`src/rtl/core_defs_pkg.sv`:
```
// Shared core definitions: datapath widths, hazard timing tags and the NOP word.
package core_defs_pkg;

   localparam int unsigned DATA_W    = 32;
   localparam int unsigned TNEW_W    = 2;
   localparam int unsigned BUB_CNT_W = 16;
   localparam int unsigned A3_W      = 5;

   // Tnew values are counted from the D stage
   localparam logic [TNEW_W-1:0] TNEW_ALU  = 2'd1;
   localparam logic [TNEW_W-1:0] TNEW_LOAD = 2'd2;

   localparam logic [DATA_W-1:0] NOP_WORD = 32'h0000_0000;

endpackage : core_defs_pkg

```
`src/rtl/pipe_field_reg.sv`:
```
// One pipeline field: synchronous reset to zero, clear loads clr_val, enable loads d.
module pipe_field_reg #(
   parameter int unsigned W = 32
) (
   input  logic         clk,
   input  logic         reset,
   input  logic         en,
   input  logic         clr,
   input  logic [W-1:0] d,
   input  logic [W-1:0] clr_val,
   output logic [W-1:0] q
);

   always_ff @(posedge clk) begin
      if (reset) begin
         q <= '0;
      end else if (clr) begin
         q <= clr_val;
      end else if (en) begin
         q <= d;
      end
   end

endmodule : pipe_field_reg

```
`src/rtl/d_e_pipe_reg.sv`:
```
// D->E pipeline register: captures decoded operands, inserts bubbles on clear,
// and counts inserted bubbles with a saturating counter.
module d_e_pipe_reg
   import core_defs_pkg::*;
#(
   parameter int unsigned DW   = DATA_W,
   parameter int unsigned TW   = TNEW_W,
   parameter int unsigned CNTW = BUB_CNT_W
) (
   input  logic            clk,
   input  logic            reset,
   input  logic            D_E_en,
   input  logic            D_E_clr,
   input  logic [DW-1:0]   D_PC,
   input  logic [DW-1:0]   D_instr,
   input  logic [DW-1:0]   D_rs_data,
   input  logic [DW-1:0]   D_rt_data,
   input  logic [DW-1:0]   D_EXT_imm32,
   input  logic [A3_W-1:0] D_A3,
   input  logic [TW-1:0]   D_Tnew,
   output logic [DW-1:0]   E_PC,
   output logic [DW-1:0]   E_PC8,
   output logic [DW-1:0]   E_instr,
   output logic [DW-1:0]   E_rs_data,
   output logic [DW-1:0]   E_rt_data,
   output logic [DW-1:0]   E_imm32,
   output logic [A3_W-1:0] E_A3,
   output logic [TW-1:0]   E_Tnew,
   output logic            E_valid,
   output logic [CNTW-1:0] bubble_cnt
);

   logic [DW-1:0] pc8;
   logic [TW-1:0] tnew_e;

   // A write to $0 carries no timing tag, so forwarding can never match it
   always_comb begin
      pc8    = D_PC + DW'(8);
      tnew_e = '0;
      if (D_A3 != '0 && D_Tnew != '0) begin
         tnew_e = D_Tnew - TW'(1);
      end
   end

   pipe_field_reg #(.W(DW)) u_pc (
      .clk(clk), .reset(reset), .en(D_E_en), .clr(D_E_clr),
      .d(D_PC), .clr_val(D_PC), .q(E_PC));

   pipe_field_reg #(.W(DW)) u_pc8 (
      .clk(clk), .reset(reset), .en(D_E_en), .clr(D_E_clr),
      .d(pc8), .clr_val(pc8), .q(E_PC8));

   pipe_field_reg #(.W(DW)) u_instr (
      .clk(clk), .reset(reset), .en(D_E_en), .clr(D_E_clr),
      .d(D_instr), .clr_val(DW'(NOP_WORD)), .q(E_instr));

   pipe_field_reg #(.W(DW)) u_rs (
      .clk(clk), .reset(reset), .en(D_E_en), .clr(D_E_clr),
      .d(D_rs_data), .clr_val('0), .q(E_rs_data));

   pipe_field_reg #(.W(DW)) u_rt (
      .clk(clk), .reset(reset), .en(D_E_en), .clr(D_E_clr),
      .d(D_rt_data), .clr_val('0), .q(E_rt_data));

   pipe_field_reg #(.W(DW)) u_imm (
      .clk(clk), .reset(reset), .en(D_E_en), .clr(D_E_clr),
      .d(D_EXT_imm32), .clr_val('0), .q(E_imm32));

   pipe_field_reg #(.W(A3_W)) u_a3 (
      .clk(clk), .reset(reset), .en(D_E_en), .clr(D_E_clr),
      .d(D_A3), .clr_val('0), .q(E_A3));

   pipe_field_reg #(.W(TW)) u_tnew (
      .clk(clk), .reset(reset), .en(D_E_en), .clr(D_E_clr),
      .d(tnew_e), .clr_val('0), .q(E_Tnew));

   pipe_field_reg #(.W(1)) u_valid (
      .clk(clk), .reset(reset), .en(D_E_en), .clr(D_E_clr),
      .d(1'b1), .clr_val(1'b0), .q(E_valid));

   // Saturating bubble counter; reset takes precedence over a concurrent stall
   always_ff @(posedge clk) begin
      if (reset) begin
         bubble_cnt <= '0;
      end else if (D_E_clr && bubble_cnt != '1) begin
         bubble_cnt <= bubble_cnt + CNTW'(1);
      end
   end

endmodule : d_e_pipe_reg

```
`config.mk`:
```
export PLATFORM = sky130hd
export DESIGN_NAME = d_e_pipe_reg
export DESIGN_NICKNAME = d
export VERILOG_FILES = /design/src/rtl/core_defs_pkg.sv /design/src/rtl/pipe_field_reg.sv /design/src/rtl/d_e_pipe_reg.sv
export SDC_FILE = /design/constraint.sdc
export NUM_CORES = 1
export LEC_CHECK = 0
export CORE_AREA = 2 2 148 150
export CTS_CLUSTER_DIAMETER = 200
export DETAILED_ROUTE_END_ITERATION = 8
export DIE_AREA = 0 0 150 152
export PLACE_DENSITY = 0.86
export SETUP_SLACK_MARGIN = 0.2
export SLEW_MARGIN = 0
export SYNTH_ARGS = -nofsm -noshare
export SYNTH_HDL_FRONTEND = slang
export SYNTH_SLANG_ARGS = --single-unit
```
`constraint.sdc`:
```
create_clock -name clk -period 4.45 [get_ports clk]
set_input_delay 0.89 -clock clk [delete_from_list [all_inputs] [get_ports clk]]
set_output_delay 0.89 -clock clk [all_outputs]
set_load 0.01 [all_outputs]
```
==> impl_metrics.tcl <==
set metrics [dict create \
    h-tree-depth 1 \
    finalCriticalPeriod_ns 2.74 \
    ys_types 39 \
    route.detailed.drc 0 \
    yosys.area_share.simple_pct 18.0 \
    synth.area.mux_share_pct 16.6 \
    fmax_mhz 365 \
    clock_path_buffers 3 \
    area_growth_syn_to_layout_pct 59.0 \
    whs_endpoint "u_pc.q[8]" \
    grt.overflow.total 0 \
    rows 54 \
    synth_edf_count 0 \
    hold_viol_final 0 \
    critical_path.slowest_cell "or4_1" \
    rsz0062_at_grt "no" \
    final_nets 1400 \
    cts_tree "done" \
    rr_endpoint "bubble_cnt[1]" \
    grt_max_degree 90 \
    critical_path_arrival_ns 3.16 \
    synth_top_area_share_pct 52.1 \
    insertedDiodeCount 0 \
    hold_start "u_pc.q[8]" \
    insertion_delay_ns 0.50 \
    synth_compound_area_share_pct 8.08 \
    ys_async_sr_fraction_pct 0 \
    synth.most_common_cell "dfxtp_1" \
    reg2reg_slack_ns 2.48 \
    cts_root_buffer "clkbuf_16" \
    grt_util_all_layers_pct 22.3 \
    fin_skew_ns 0.00209 \
    report.final.slew_viol_count 0 \
    synth_top_family_by_area "simple AND/OR/NAND/NOR gates" \
    die-height_um 152 \
    setup_tns_ns 0 \
    first_pass_iters 4 \
    synth-seq-area-share_pct 52.1 \
    syn_avg_cell_area_sq_um 9.44 \
    cts_resized 0 \
    drt-total-wl_mm 27.0 \
    yosys-top-cells-area "dfxtp_1 (52%), mux2i_1 (16%), nor2_1 (7.9%)" \
    initial_core_util_pct 38.4 \
    io_buffers 386 \
    synth_seq_cells 213 \
    worst-setup-path-type "in2reg" \
    worst_slack_ns 1.71 \
    cts_buffers 24 \
    netlist_area_sq_um 8190 \
    vias 7699 \
    setup_viol 0 \
    cp_cell_sequence "clkdlybuf4s50_1, and4_1, nand4_1, or4_1, a311oi_1" \
    ioPinCount 387 \
    status "completed" \
    post-dp-hpwl_mm 19.5 \
    postCtsHoldBufs 0 \
    period_share_pct 61.6 \
    relSlewSlack_pct 43.3 \
    p_total_mw 4.61 \
    synthAdderAreaFrac_pct 0.458 \
    syn-instance-count 868 \
    cts.sinks 213 \
    synthesis.nets 1042 \
    antenna_found_initial 0 \
    cp-end-kind "register" \
    path_max_fanout 18 \
    startpoint_type "primary input" \
    cts_setup_buffers 0 \
    max_cap_viol_count 0 \
    grt_pass1_wl_mm 40.7 \
    core-area_sq_um 21400 \
    yosys_warnings 0 \
    grt_pass1_vias 7475 \
    post-place-ws_ns 1.20 \
    gp_congestion 0.840 \
    ir_worst_vdd_mv 0.305 \
    synth_top_cell_by_area "dfxtp_1" \
    max_stage_delay_ns 0.70 \
    whs_path_depth 2 \
    p_leak_nw 5.10 \
    crit_required_ns 4.86 \
    r2r_start "bubble_cnt[0]" \
    tightest_slew_ns 0.851 \
    fp.dieW_um 150 \
    drt_first_iter_violations 338 \
    wire_per_inst_um 17.7 \
    layout-drive-gt1-share_pct 4.02 \
    viasPerCell 5.06 \
    ant_nets 0 \
    path_clk_slew_ns 0.06 \
    power_density_nw_per_um2 354 \
    synth_top_cells_by_count "dfxtp_1 (213), nor2_1 (172), mux2i_1 (135)" \
    hold_class "reg2reg" \
    dieArea_sq_um 22800 \
    ff2ff_path_depth 6 \
    ys.flop_type "dfxtp_1" \
    yosys.area_share.xor_xnor_pct 1.39 \
]
==> layer usage <==
layer	GRT usage [%]	share of wire [%]	vias to the layer above
met5	0	0	-
met4	9.70	4.0	0
met3	8.26	10	66
met2	38.4	48	324
met1	24.4	37	3585
li1	-	-	3724
==> registers in the layout, summed over array words and instances (netlist names) <==
register,count
u_rs.q,32
u_imm.q,32
u_a3.q,5
u_pc8.q,29
bubble_cnt,16
u_pc.q,32
u_instr.q,32
u_rt.q,32
u_valid.q,1
u_tnew.q,2
==> logic make-up (layout without fill, tap and decap cells) <==
group                      count (synthesis)  in the layout
and+or+nand+nor                          331            331
DFF                                      213            213
muxes                                    136            136
AOI/OAI and AO/OA                        104            104
buffers and inverters                     68            443
xor gates and xnor gates                  13             13
adders and majority gates                  3              3
==> how the worst max path moves through the flow <==
stage	cells past startpoint	from	endpoint	slack, ns
6_report	5	D_PC[15]	u_pc8.q[28]	1.71
5_1_grt	5	D_PC[15]	u_pc8.q[28]	1.56
4_1_cts	5	D_PC[15]	u_pc8.q[28]	1.74
3_5_place_dp	5	D_PC[15]	u_pc8.q[28]	1.20
3_3_place_gp	5	D_PC[15]	u_pc8.q[28]	1.30
2_1_floorplan	6	D_PC[3]	u_pc8.q[19]	2.16
==> cell usage in the layout, fill, tap and decap left out, drive strengths merged, types with 15 or more instances in the layout <==
cell           count
nor2             172
nand2             79
a311oi            16
nand3             16
o31ai             15
or4               16
a21oi             45
mux2i            135
clkbuf            39
dfxtp            213
clkdlybuf4s50    384
==> report_power, final <==
part	switching [mW]	internal [mW]	total [mW]
clock network	0.786	1.16	1.94
registers	0.0438	1.99	2.03
logic	0.274	0.362	0.635
total	1.10	3.51	4.61
==> layout make-up <==
cell class	count	area, sq um
Sequential cell	213	4260
Inverter	7	26.3
Timing Repair Buffer	393	3940
Fill cell	1769	8330
Clock buffer	38	713
Clock inverter	5	67.6
Tap cell	280	350
Multi-Input combinational cell	587	3660
==> stage by stage <==
stage               area (sq um)  hold WS (ns)  util (%)  instances
floorplan                   8190         0.476         -        868
global placement           12200         0.438      57.3       1480
detailed placement         12200         0.443      57.3       1480
CTS                        13000         0.451      61.0       1523
global route               13000         0.469      61.0       1523
finish                     13000         0.451      61.0       1523
==> critical path: cells and delay by family <==
family | cells | cell delay (ns)
and+or+nand+nor | 3 | 1.45
AOI/OAI and AO/OA | 1 | 0.27
buffers and inverters | 1 | 0.54
Power figures use the tool's default switching activity.
